===== config.mk =====
export PLATFORM = sky130hd
export DESIGN_NAME = prog_mem_arbiter
export DESIGN_NICKNAME = d
export VERILOG_FILES = /design/src/rtl/prog_mem_arbiter.sv
export SDC_FILE = /design/constraint.sdc
export NUM_CORES = 1
export LEC_CHECK = 0
export CAP_MARGIN = 25
export CELL_PAD_IN_SITES_DETAIL_PLACEMENT = 2
export CELL_PAD_IN_SITES_GLOBAL_PLACEMENT = 2
export CORE_UTILIZATION = 25
export CTS_BUF_LIST = sky130_fd_sc_hd__clkbuf_2 sky130_fd_sc_hd__clkbuf_4 sky130_fd_sc_hd__clkbuf_8
export CTS_CLUSTER_SIZE = 8
export DETAILED_ROUTE_END_ITERATION = 10
export GPL_TIMING_DRIVEN = 0
export HOLD_SLACK_MARGIN = 0.08
export PLACE_DENSITY_LB_ADDON = 0.05
export SLEW_MARGIN = 0
export SYNTH_ARGS = -nofsm -noshare
export SYNTH_HDL_FRONTEND = slang
export SYNTH_SLANG_ARGS = --single-unit

===== constraint.sdc =====
create_clock -name clk -period 8.6 [get_ports clk]
set_clock_uncertainty 0.15 [all_clocks]
set_input_delay 1.72 -clock clk [delete_from_list [all_inputs] [get_ports clk]]
set_output_delay 1.72 -clock clk [all_outputs]
set_load 0.02 [all_outputs]

===== src/rtl/prog_mem_arbiter.sv =====
// Arbitrates the single-port program memory between instruction fetch (F) and
// the boot/debug loader (L): one access per cycle, registered responses.
module prog_mem_arbiter #(
  parameter int                    DATA_WIDTH   = 32,
  parameter int                    MEMORY_DEPTH = 32,
  parameter logic [DATA_WIDTH-1:0] BASE_ADDR    = 32'h0040_0000
) (
  input  logic                                clk,
  input  logic                                reset,
  input  logic                                f_req_i,
  input  logic [DATA_WIDTH-1:0]               f_addr_i,
  output logic                                f_gnt_o,
  output logic                                f_rvalid_o,
  output logic [DATA_WIDTH-1:0]               f_rdata_o,
  output logic                                f_err_o,
  input  logic                                l_req_i,
  input  logic                                l_we_i,
  input  logic                                l_lock_i,
  input  logic [DATA_WIDTH-1:0]               l_addr_i,
  input  logic [DATA_WIDTH-1:0]               l_wdata_i,
  output logic                                l_gnt_o,
  output logic                                l_rvalid_o,
  output logic [DATA_WIDTH-1:0]               l_rdata_o,
  output logic                                l_err_o,
  output logic [$clog2(MEMORY_DEPTH)-1:0]     mem_addr_o,
  output logic                                mem_we_o,
  output logic [DATA_WIDTH-1:0]               mem_wdata_o,
  input  logic [DATA_WIDTH-1:0]               mem_rdata_i
);

  localparam int IDX_W = $clog2(MEMORY_DEPTH);
  localparam logic [DATA_WIDTH-1:0] SPAN = DATA_WIDTH'(4 * MEMORY_DEPTH);

  typedef enum logic [1:0] {
    IDLE  = 2'd0,
    ACC_F = 2'd1,
    ACC_L = 2'd2
  } state_t;

  // Returns {error, word index}; below-base addresses are caught by the
  // explicit compare, so the wrapped offset never masks them.
  function automatic logic [IDX_W:0] f_decode(input logic [DATA_WIDTH-1:0] addr);
    logic [DATA_WIDTH-1:0] off;
    logic                  err;
    off = addr - BASE_ADDR;
    err = (addr[1:0] != 2'b00) || (addr < BASE_ADDR) || (off >= SPAN);
    return {err, off[IDX_W+1:2]};
  endfunction

  state_t                r_state;
  logic                  r_f_gnt;
  logic                  r_l_gnt;
  logic                  r_err;
  logic                  r_we;
  logic [IDX_W-1:0]      r_mem_addr;
  logic                  r_mem_we;
  logic [DATA_WIDTH-1:0] r_mem_wdata;
  logic                  r_f_rvalid;
  logic [DATA_WIDTH-1:0] r_f_rdata;
  logic                  r_f_err;
  logic                  r_l_rvalid;
  logic [DATA_WIDTH-1:0] r_l_rdata;
  logic                  r_l_err;

  state_t                w_state_nxt;
  logic [DATA_WIDTH-1:0] w_lat_addr;
  logic                  w_lat_we;
  logic [DATA_WIDTH-1:0] w_lat_wdata;
  logic [IDX_W:0]        w_dec;
  logic                  w_dec_err;
  logic [IDX_W-1:0]      w_dec_idx;
  logic                  w_acc_nxt;

  // Next-state arbitration: fetch wins from IDLE, a locked loader burst
  // holds the memory, and fetch never gets two grants in a row.
  always_comb begin
    w_state_nxt = IDLE;
    case (r_state)
      IDLE: begin
        if (f_req_i) begin
          w_state_nxt = ACC_F;
        end else if (l_req_i) begin
          w_state_nxt = ACC_L;
        end else begin
          w_state_nxt = IDLE;
        end
      end
      ACC_F: begin
        if (l_req_i) begin
          w_state_nxt = ACC_L;
        end else begin
          w_state_nxt = IDLE;
        end
      end
      ACC_L: begin
        if (l_lock_i && l_req_i) begin
          w_state_nxt = ACC_L;
        end else if (f_req_i) begin
          w_state_nxt = ACC_F;
        end else begin
          w_state_nxt = IDLE;
        end
      end
      default: w_state_nxt = IDLE;
    endcase
  end

  // Selects the request that is latched on the edge entering an access state.
  always_comb begin
    w_lat_addr  = '0;
    w_lat_we    = 1'b0;
    w_lat_wdata = '0;
    case (w_state_nxt)
      ACC_F: begin
        w_lat_addr = f_addr_i;
      end
      ACC_L: begin
        w_lat_addr  = l_addr_i;
        w_lat_we    = l_we_i;
        w_lat_wdata = l_wdata_i;
      end
      default: begin
        w_lat_addr = '0;
      end
    endcase
  end

  assign w_dec     = f_decode(w_lat_addr);
  assign w_dec_err = w_dec[IDX_W];
  assign w_dec_idx = w_dec[IDX_W-1:0];
  assign w_acc_nxt = (w_state_nxt != IDLE);

  // State and latched access; memory-side outputs are registered so they
  // are valid for the whole grant cycle and cleared on errors.
  always_ff @(posedge clk or negedge reset) begin
    if (!reset) begin
      r_state     <= IDLE;
      r_f_gnt     <= 1'b0;
      r_l_gnt     <= 1'b0;
      r_err       <= 1'b0;
      r_we        <= 1'b0;
      r_mem_addr  <= '0;
      r_mem_we    <= 1'b0;
      r_mem_wdata <= '0;
    end else begin
      r_state     <= w_state_nxt;
      r_f_gnt     <= (w_state_nxt == ACC_F);
      r_l_gnt     <= (w_state_nxt == ACC_L);
      r_err       <= w_acc_nxt && w_dec_err;
      r_we        <= w_lat_we;
      r_mem_addr  <= (w_acc_nxt && !w_dec_err) ? w_dec_idx : '0;
      r_mem_we    <= w_lat_we && !w_dec_err;
      r_mem_wdata <= (w_lat_we && !w_dec_err) ? w_lat_wdata : '0;
    end
  end

  // Response registers: capture combinational memory data at the end of
  // the grant cycle; errored accesses and writes return zero data.
  always_ff @(posedge clk or negedge reset) begin
    if (!reset) begin
      r_f_rvalid <= 1'b0;
      r_f_rdata  <= '0;
      r_f_err    <= 1'b0;
      r_l_rvalid <= 1'b0;
      r_l_rdata  <= '0;
      r_l_err    <= 1'b0;
    end else begin
      r_f_rvalid <= (r_state == ACC_F);
      r_f_rdata  <= ((r_state == ACC_F) && !r_err) ? mem_rdata_i : '0;
      r_f_err    <= (r_state == ACC_F) && r_err;
      r_l_rvalid <= (r_state == ACC_L);
      r_l_rdata  <= ((r_state == ACC_L) && !r_err && !r_we) ? mem_rdata_i : '0;
      r_l_err    <= (r_state == ACC_L) && r_err;
    end
  end

  assign f_gnt_o     = r_f_gnt;
  assign l_gnt_o     = r_l_gnt;
  assign mem_addr_o  = r_mem_addr;
  assign mem_we_o    = r_mem_we;
  assign mem_wdata_o = r_mem_wdata;
  assign f_rvalid_o  = r_f_rvalid;
  assign f_rdata_o   = r_f_rdata;
  assign f_err_o     = r_f_err;
  assign l_rvalid_o  = r_l_rvalid;
  assign l_rdata_o   = r_l_rdata;
  assign l_err_o     = r_l_err;

endmodule


Yosys cells after proc, flatten, opt, wreduce, memory -nomap -nowiden:

Index checks and enable logic that the tools add are counted.

* bitwise gates (word level): 0
* equality and inequality tests: 4
* multiplexer cells: 12
* $lt $le $gt $ge: 2
* shift operators: 0
* div/mod/pow operators: 0
* $add $sub $neg: 1
* reductions and logical operators: 17
* multiply operators: 0

Operators with widths (number)
* 32-bit two-way mux: 4
* 32-bit case mux with 2 select lines: 1
* 32-bit by 8-bit >= comparator with 1-bit output, second input constant: 1
* 32-bit by 23-bit < comparator with 1-bit output, second input constant: 1
* 32-bit by 23-bit subtractor with 32-bit output, second input constant: 1
* 1-bit logical AND: 9
* 2-bit two-way mux: 3
* 2-bit case mux with 3 select lines: 1
* 5-bit two-way mux: 1
* 2-bit by 1-bit equality test with 1-bit output, second input constant: 2
* 2-bit equality test, second input constant: 2
* 2-bit nonzero test: 2
* 1-bit zero test: 3
* 2-bit zero test: 1
* 1-bit logical OR: 2
* 1-bit two-way mux: 2

* output and inout port bits: 108
* memories kept: 0
* flip-flop bits (word level): 112
* memory bits (read-only): 0
* input bits: 134
* memory bits (writable): 0
* logic and storage cells: 50
* bits in latches: 0

Depth between registers and ports, before layout:

Gate-level depths: netlist of run 1.

* word-level depth: 11
* mapped depth: 12
* gate-level depth less buffers: 10

Least setup slack after synthesis of run 1:

Ideal clock, no wire load.

* kind: input port to flip-flop
* start: input f_req_i
* end: register r_mem_wdata[21] (netlist: mem_wdata_o[21])
* buffers on the path: 3
* setup slack: 4.313 ns
* data arrival time: 3.989 ns
* required time: 8.302 ns
* library setup time: 0.148 ns
* stages: 12
* path through: nor2b_1 -> nor2_1 -> o21ai_0 -> inv_1 -> ha_1 -> clkbuf_1 -> o21ai_0 -> nand3_1 -> xor2_1 -> clkbuf_1 -> buf_1 -> nor4_2

* elaborated cells on any way between the ends: 18
* those cells by class: add/sub: 1; order compare: 2; eq/ne: 2; mux: 8; reduce/logical: 5

RTL lines
* start, declared: RTL line 10 `input logic f_req_i,`
* 2-bit two-way mux (*): RTL line 80 `if (f_req_i) begin`
* 2-bit case mux with 3 select lines (*): RTL line 78 `case (r_state)`
* net w_state_nxt[1]: RTL line 65 `state_t w_state_nxt;`
* 2-bit equality test / 2-bit by 1-bit equality test with 1-bit output (equally long branches): RTL line 113 `case (w_state_nxt)`
* 32-bit case mux with 2 select lines: RTL line 113
* 32-bit by 23-bit subtractor with 32-bit output, or another cell as far along: RTL line 45 `off = addr - BASE_ADDR;`
* 32-bit by 8-bit >= comparator with 1-bit output / 1-bit logical OR (equally long branches): RTL line 46 `err = (addr[1:0] != 2'b00) || (addr < BASE_ADDR) || (off >= SPAN);`
* 1-bit logical OR: RTL line 46
* 1-bit zero test: RTL line 153 `r_mem_wdata <= (w_lat_we && !w_dec_err) ? w_lat_wdata : '0;`
* 1-bit logical AND: RTL line 153
* 32-bit two-way mux (*): RTL line 153
* end signal, assigned: RTL line 153
* end, declared: RTL line 57 `logic [DATA_WIDTH-1:0] r_mem_wdata;`

The timed path passes the listed nets; every way through them passes the cells marked *.

Worst setup path after layout of run 1:

* start: input f_req_i
* end: register r_mem_wdata[22] (netlist: mem_wdata_o[22])

* cells in the longest elaborated chain, start to end: 11
* elaborated cells on any way between the ends: 18
* those cells by class: add/sub: 1; order compare: 2; eq/ne: 2; mux: 8; reduce/logical: 5

Ends and longest elaborated chain
* 1-bit two-way mux: RTL line 98 `end else if (f_req_i) begin`
* 2-bit two-way mux: RTL line 96 `if (l_lock_i && l_req_i) begin`
* 2-bit case mux with 3 select lines (*): RTL line 78
* 2-bit equality test / 2-bit by 1-bit equality test with 1-bit output (equally long branches): RTL line 113
* 32-bit case mux with 2 select lines: RTL line 113
* 32-bit by 23-bit subtractor with 32-bit output, or another cell as far along: RTL line 45
* 32-bit by 8-bit >= comparator with 1-bit output / 1-bit logical OR (equally long branches): RTL line 46
* 1-bit logical OR: RTL line 46
* 1-bit zero test: RTL line 153
* 1-bit logical AND: RTL line 153
* 32-bit two-way mux (*): RTL line 153

Every way passes the cells marked *; elsewhere a longest branch is shown, timed or not.

==> flow_summary.ini, run 1 <==
[outcome]
outcome = complete, no violations

[drt]
avgViaCountPerCell = 4.43
first_pass_iters = 3
routedWlPerCell_um = 17.5
drt_iter0_markers = 40
vias = 3590
wirelength_um = 14200
remaining_drc_errors = 0
ant_nets = 0

[worst_setup_path]
crit_required_ns = 8.69
reg2reg_to = mem_wdata_o[22]
crit_start = f_req_i
critical_path.startpoint_type = input port
path_max_fanout = 10
worstSetupPathType = in -> reg
reg2reg_depth = 11
r2r_start = r_state[0]
critPathCaptureType = flop
reg2reg_slack_ns = 4.85
cp.arrival_ns = 5.23

[synth]
synth_xor_area_frac = 0.00211
synthMuxAreaShare = 0
synth-simple-area-share = 0.252
syn_inst = 337
synth_ff_type = dfrtp_1
synthAdderAreaFrac = 0.00904
syn-num-nets = 474
synth_area_leaders = dfrtp_1 (67%), and2_1 (10%), nor4_1 (5.0%)
yosysSeqAreaShare = 0.675
syn_avg_cell_area_um2 = 12.3
async_reset_ff_frac = 1.00
synth_area_leader_cell = dfrtp_1
syn_area_um2 = 4150
synth_common_cells = dfrtp_1 (112), and2_1 (67), nand2_1 (44), nor4_1 (33), clkbuf_1 (19)
yosysWarnings = 0
synth-compound-area-share = 0.0343
synth_top_family_by_area = simple AND/OR/NAND/NOR gates
yosysMostFrequentCell = dfrtp_1
synth_edf_count = 0
synth_top_area_share = 0.675
yosysUniqueCellTypes = 33
synth-seq-cells = 112

[timing]
grt_setup_unrepaired = false
max_freq_mhz = 195
hold_viol_final = 0
hold_slack_ns = 0.347
tightest_slew_ns = 0.706
slew-limit-headroom = 0.529
final.setup.tns_ns = 0
period_share = 0.598
slew_violations = 0
finalSetupViolCount = 0
post-route-min-period_ns = 5.14

[cells_and_area]
drive_gt1_frac = 0.0521
n_fill_cell = 1599
finish.utilization = 0.439
fin_nets = 727
area_delta_synth_final_pct = 69.8
diodes = 0

[min_path]
whs_path_depth = 1
min_from = r_state[0]
min_to = l_rvalid_o
hold_path_class = reg -> reg

[clocking]
cts_setup_buffers = 0
cts-hold-fix-buffers = 0
clkTransAtPathRegs_ns = 0.10
ctsResizeCount = 0
worstSkewPairLatency_ns = 0.37
cts_tree = built
cts_sinks = 112
clock-root-buffer = clkbuf_8
numCtsBuffers = 9
cts_buffer_depth = 2
htree_levels = 3

[pwr]
p_per_area_nw_per_um2 = 152
ir_drop_mv = 0.0655
cellLeakagePower_nw = 2.94
finalPower_mw = 1.07

[place]
hpwl_um = 11100
portBuffers = 241
place_congestion = 0.762

[run]
drv_cap = 0

[global_route]
grt_overflow = 0
grt_pass1_vias = 4046
grt_antenna_before_repair = 0
grt_util_all_layers = 0.168
grt_pass1_wl_um = 21300
grt_max_degree = 63

[die]
num_io_pins = 242
core_um2 = 16100
core.rowCount = 46
start_util = 0.259
fp.dieW_um = 131
die-height_um = 131
design.die.area_um2 = 17100
final cells by class:
cell class / count / area, um^2 / area share
clock buffers: 13 / 166 / 0.0236
inverters: 3 / 11.3 / 0.00160
flip-flops and latches: 112 / 2800 / 0.397
multi-input cells: 198 / 1240 / 0.175
repair buffers: 242 / 2440 / 0.346
clock inverters: 3 / 25.0 / 0.00355
well taps: 216 / 270 / 0.0383
plain buffers: 24 / 103 / 0.0145
registers in the layout, indices dropped and copies added (netlist names):
name and cells:
mem_addr_o 5, l_gnt_o 1, r_err 1, r_we 1, l_err_o 1, mem_wdata_o 32
f_rvalid_o 1, r_state 2, mem_we_o 1, l_rdata_o 32, f_gnt_o 1, f_rdata_o 32
l_rvalid_o 1, f_err_o 1
worst max-delay path: stages:
cell	delay [ns]
clkdlybuf4s50_1	0.45
nor2b_1	0.16
nor2_1	0.06
o21ai_0	0.38
ha_1	0.32
clkbuf_1	0.39
o21ai_0	0.25
nand3_1	0.14
xor2_1	0.28
clkbuf_1	0.39
buf_1	0.58
nor4_2	0.12
per-layer routing:
layer	share of wire	vias up	wire length [um]	GRT usage
met1	0.37	1792	5240	0.173
li1	-	1639	-	-
met2	0.52	147	7370	0.309
met4	0.011	0	154	0.0487
met3	0.099	12	1410	0.0696
met5	0	-	0	0
cells by family (layout without fill, tap and decap cells):
family          after synthesis  count (layout)
xor+xnor                      1               1
simple gates                175             175
compound gates               19              19
fa+ha+maj                     3               3
flops                       112             112
buf+inv                      27             285
cell usage in the layout, fill, tap and decap left out, types with 2 or more instances in the layout:
cell type,instances
a22o_1,6
nor4_1,33
clkdlybuf4s50_1,240
inv_1,3
nor2b_1,4
nand3_1,2
or4_1,4
o21ai_0,5
nand4_1,2
nor2_1,4
buf_1,2
nand2_1,44
clkbuf_8,11
clkbuf_4,2
and2_1,67
nor4_2,10
ha_1,3
dfrtp_1,112
clkbuf_1,19
buf_4,2
worst max path at each step:
stage | cells after the start | to
finish | 12 | mem_wdata_o[22]
global route | 13 | mem_wdata_o[29]
CTS | 12 | mem_wdata_o[22]
detailed placement | 12 | mem_wdata_o[22]
global placement | 1 | mem_wdata_o[28]
floorplan | 12 | mem_wdata_o[21]
stage by stage:
step / cells / area (um^2) / worst slack [ns]
finish: 811 / 7050 / 3.46
global route: 811 / 7050 / 3.11
CTS: 811 / 7050 / 3.46
detailed placement: 795 / 6860 / 3.04
global placement: 794 / 6840 / 1.38
floorplan: 337 / 4150 / 4.31
where the power goes:
| group | leakage, nW | total, mW | internal (mW) | switching, mW |
|---|---|---|---|---|
| sequential | 1.54 | 0.548 | 0.543 | 0.00586 |
| combinational | 1.30 | 0.218 | 0.104 | 0.114 |
| clock | 0.0971 | 0.307 | 0.130 | 0.177 |
| total | 2.94 | 1.07 | 0.777 | 0.297 |
No activity file was read; power rests on OpenSTA's default activity.
==> inputs of run 2 (changes only) <==
- CORE_UTILIZATION: 25 -> 23
- clock period: 8.6 -> 5.06 ns (I/O delays scaled with it)
==> run 2 against run 1 <==
Net effect:
- critical path depth stayed put
- register-to-register slack worse by 3.7 ns
- hold slack got worse by 0.049 ns
- critical endpoint is now mem_wdata_o[30]
- cell count rose by 1.1%
- critical path type unchanged
- largest cell class unchanged
- utilization fell by 3.4 points
- setup slack got worse by 2.9 ns
- total power grew 73%
==> flow_summary.ini, run 2 (synthesis gave the netlist of run 1 again) <==
[outcome]
outcome = complete, no violations

[cells_and_area]
fin_area_um2 = 7080
layout_common_cells = clkdlybuf4s50_1 (240), dfrtp_1 (112), and2_1 (67)
multi_input_area_um2 = 1240
layout_commonest_cell = clkdlybuf4s50_1
finish.utilization = 0.405
drive_gt1_frac = 0.0521
diodes = 0
n_fill_cell = 1796
seq_area_um2 = 2800
area_delta_synth_final_pct = 70.3
fin_nets = 727

[clocking]
cts_setup_buffers = 0
cts_sinks = 112
cts_buffer_depth = 2
ctsResizeCount = 0
cts-hold-fix-buffers = 0
cts_tree = built
clkTransAtPathRegs_ns = 0.12
clock-root-buffer = clkbuf_8
htree_levels = 3
numCtsBuffers = 9
worstSkewPairLatency_ns = 0.38

[pwr]
ir_drop_mv = 0.121
cellLeakagePower_nw = 2.95
p_per_area_nw_per_um2 = 263
finalPower_mw = 1.86

[drt]
ant_nets = 0
drt_iter0_markers = 32
met2_wirelength_um = 7220
first_pass_iters = 4
routed.top_layer = met4
remaining_drc_errors = 0
vias = 3566
m1WireLength_um = 5580
wirelength_um = 14100
avgViaCountPerCell = 4.35
met3_length_um = 1190
routedWlPerCell_um = 17.2

[place]
hpwl_um = 11000
pre_cts_ws_ns = 0.0347
place_area_um2 = 6880
portBuffers = 241
place_congestion = 0.755

[timing]
period_share = 0.896
grt_setup_unrepaired = false
layout_setup_ws_ns = 0.526
slew_violations = 0
tightest_slew_ns = 0.725
hold_viol_final = 0
finalSetupViolCount = 0
max_freq_mhz = 221
slew-limit-headroom = 0.516
hold_slack_ns = 0.298
post-route-min-period_ns = 4.53

[die]
die-height_um = 136
design.die.area_um2 = 18600
start_util = 0.238
core_um2 = 17500
num_io_pins = 242
fp.dieW_um = 136
core.rowCount = 48

[worst_setup_path]
crit_required_ns = 5.16
reg2reg_depth = 11
critPathCaptureType = flop
cp.arrival_ns = 4.64
worstSetupPathType = in -> reg
path_max_fanout = 10
critical_path.startpoint_type = input port

[global_route]
grt_pass1_wl_um = 22300
grt_max_degree = 98
grt_antenna_before_repair = 0
grt_pass1_vias = 4052
grt_overflow = 0
grt_util_all_layers = 0.160

[run]
drv_cap = 0

[min_path]
hold_path_class = in -> async
-- run 2: area by class of cell --
cell class | instances | share of cell area
flip-flops and latches | 112 | 0.396
plain buffers | 24 | 0.0145
clock inverters | 6 | 0.00955
multi-input cells | 198 | 0.175
well taps | 225 | 0.0398
inverters | 3 | 0.00159
clock buffers | 10 | 0.0186
repair buffers | 242 | 0.345
-- run 2: critical path, cell delays in order --
cell and delay (ns):
clkdlybuf4s50_1 0.45, nor2b_1 0.17, nor2_1 0.06, o21ai_0 0.38, ha_1 0.32, clkbuf_1 0.42
o21ai_0 0.24, nand3_1 0.13, xor2_1 0.34, clkbuf_1 0.41, buf_1 0.58, nor4_2 0.12
-- run 2: layer usage --
metal | track usage | vias up
li1 | - | 1643
met1 | 0.184 | 1773
met2 | 0.277 | 140
met3 | 0.0548 | 10
met4 | 0.0481 | 0
met5 | 0 | -
-- run 2: final timing paths --
kind                             from               to  slack (ns)
setup / recovery              f_req_i  mem_wdata_o[30]        0.53
hold / removal                  reset   mem_wdata_o[3]        0.30
setup reg to reg           r_state[0]  mem_wdata_o[30]        1.19
hold reg to reg            r_state[0]       l_rvalid_o        0.37
max in group asynchronous       reset    mem_addr_o[3]        3.76
min in group clk           r_state[0]       l_rvalid_o        0.37
-- run 2: metrics by stage --
stage / instances / TNS, ns
after floorplan: 337 / 0
after global placement: 803 / -174.75
after detailed placement: 804 / 0
after CTS: 820 / 0
after global routing: 820 / 0
final: 820 / 0
-- run 2: power by group --
| part | total (mW) | internal (mW) | switching (mW) |
|---|---|---|---|
| combinational | 0.372 | 0.178 | 0.194 |
| sequential | 0.932 | 0.922 | 0.00995 |
| clock | 0.559 | 0.239 | 0.321 |
==> inputs of run 3 (changes only) <==
- CORE_UTILIZATION: 23 -> 25
- clock period: 5.06 -> 5.3 ns (I/O delays scaled with it)
==> results of run 3 <==
The final DEF is identical to that of run 1. Status: complete, no violations.
Main changes from that run: setup slack after placement 3.04 ns -> 0.397 ns; setup slack after layout 3.46 ns -> 0.820 ns; register-to-register setup slack 4.85 ns -> 1.55 ns; total power 1.07 mW -> 1.74 mW; worst IR drop on VDD 0.0655 mV -> 0.106 mV
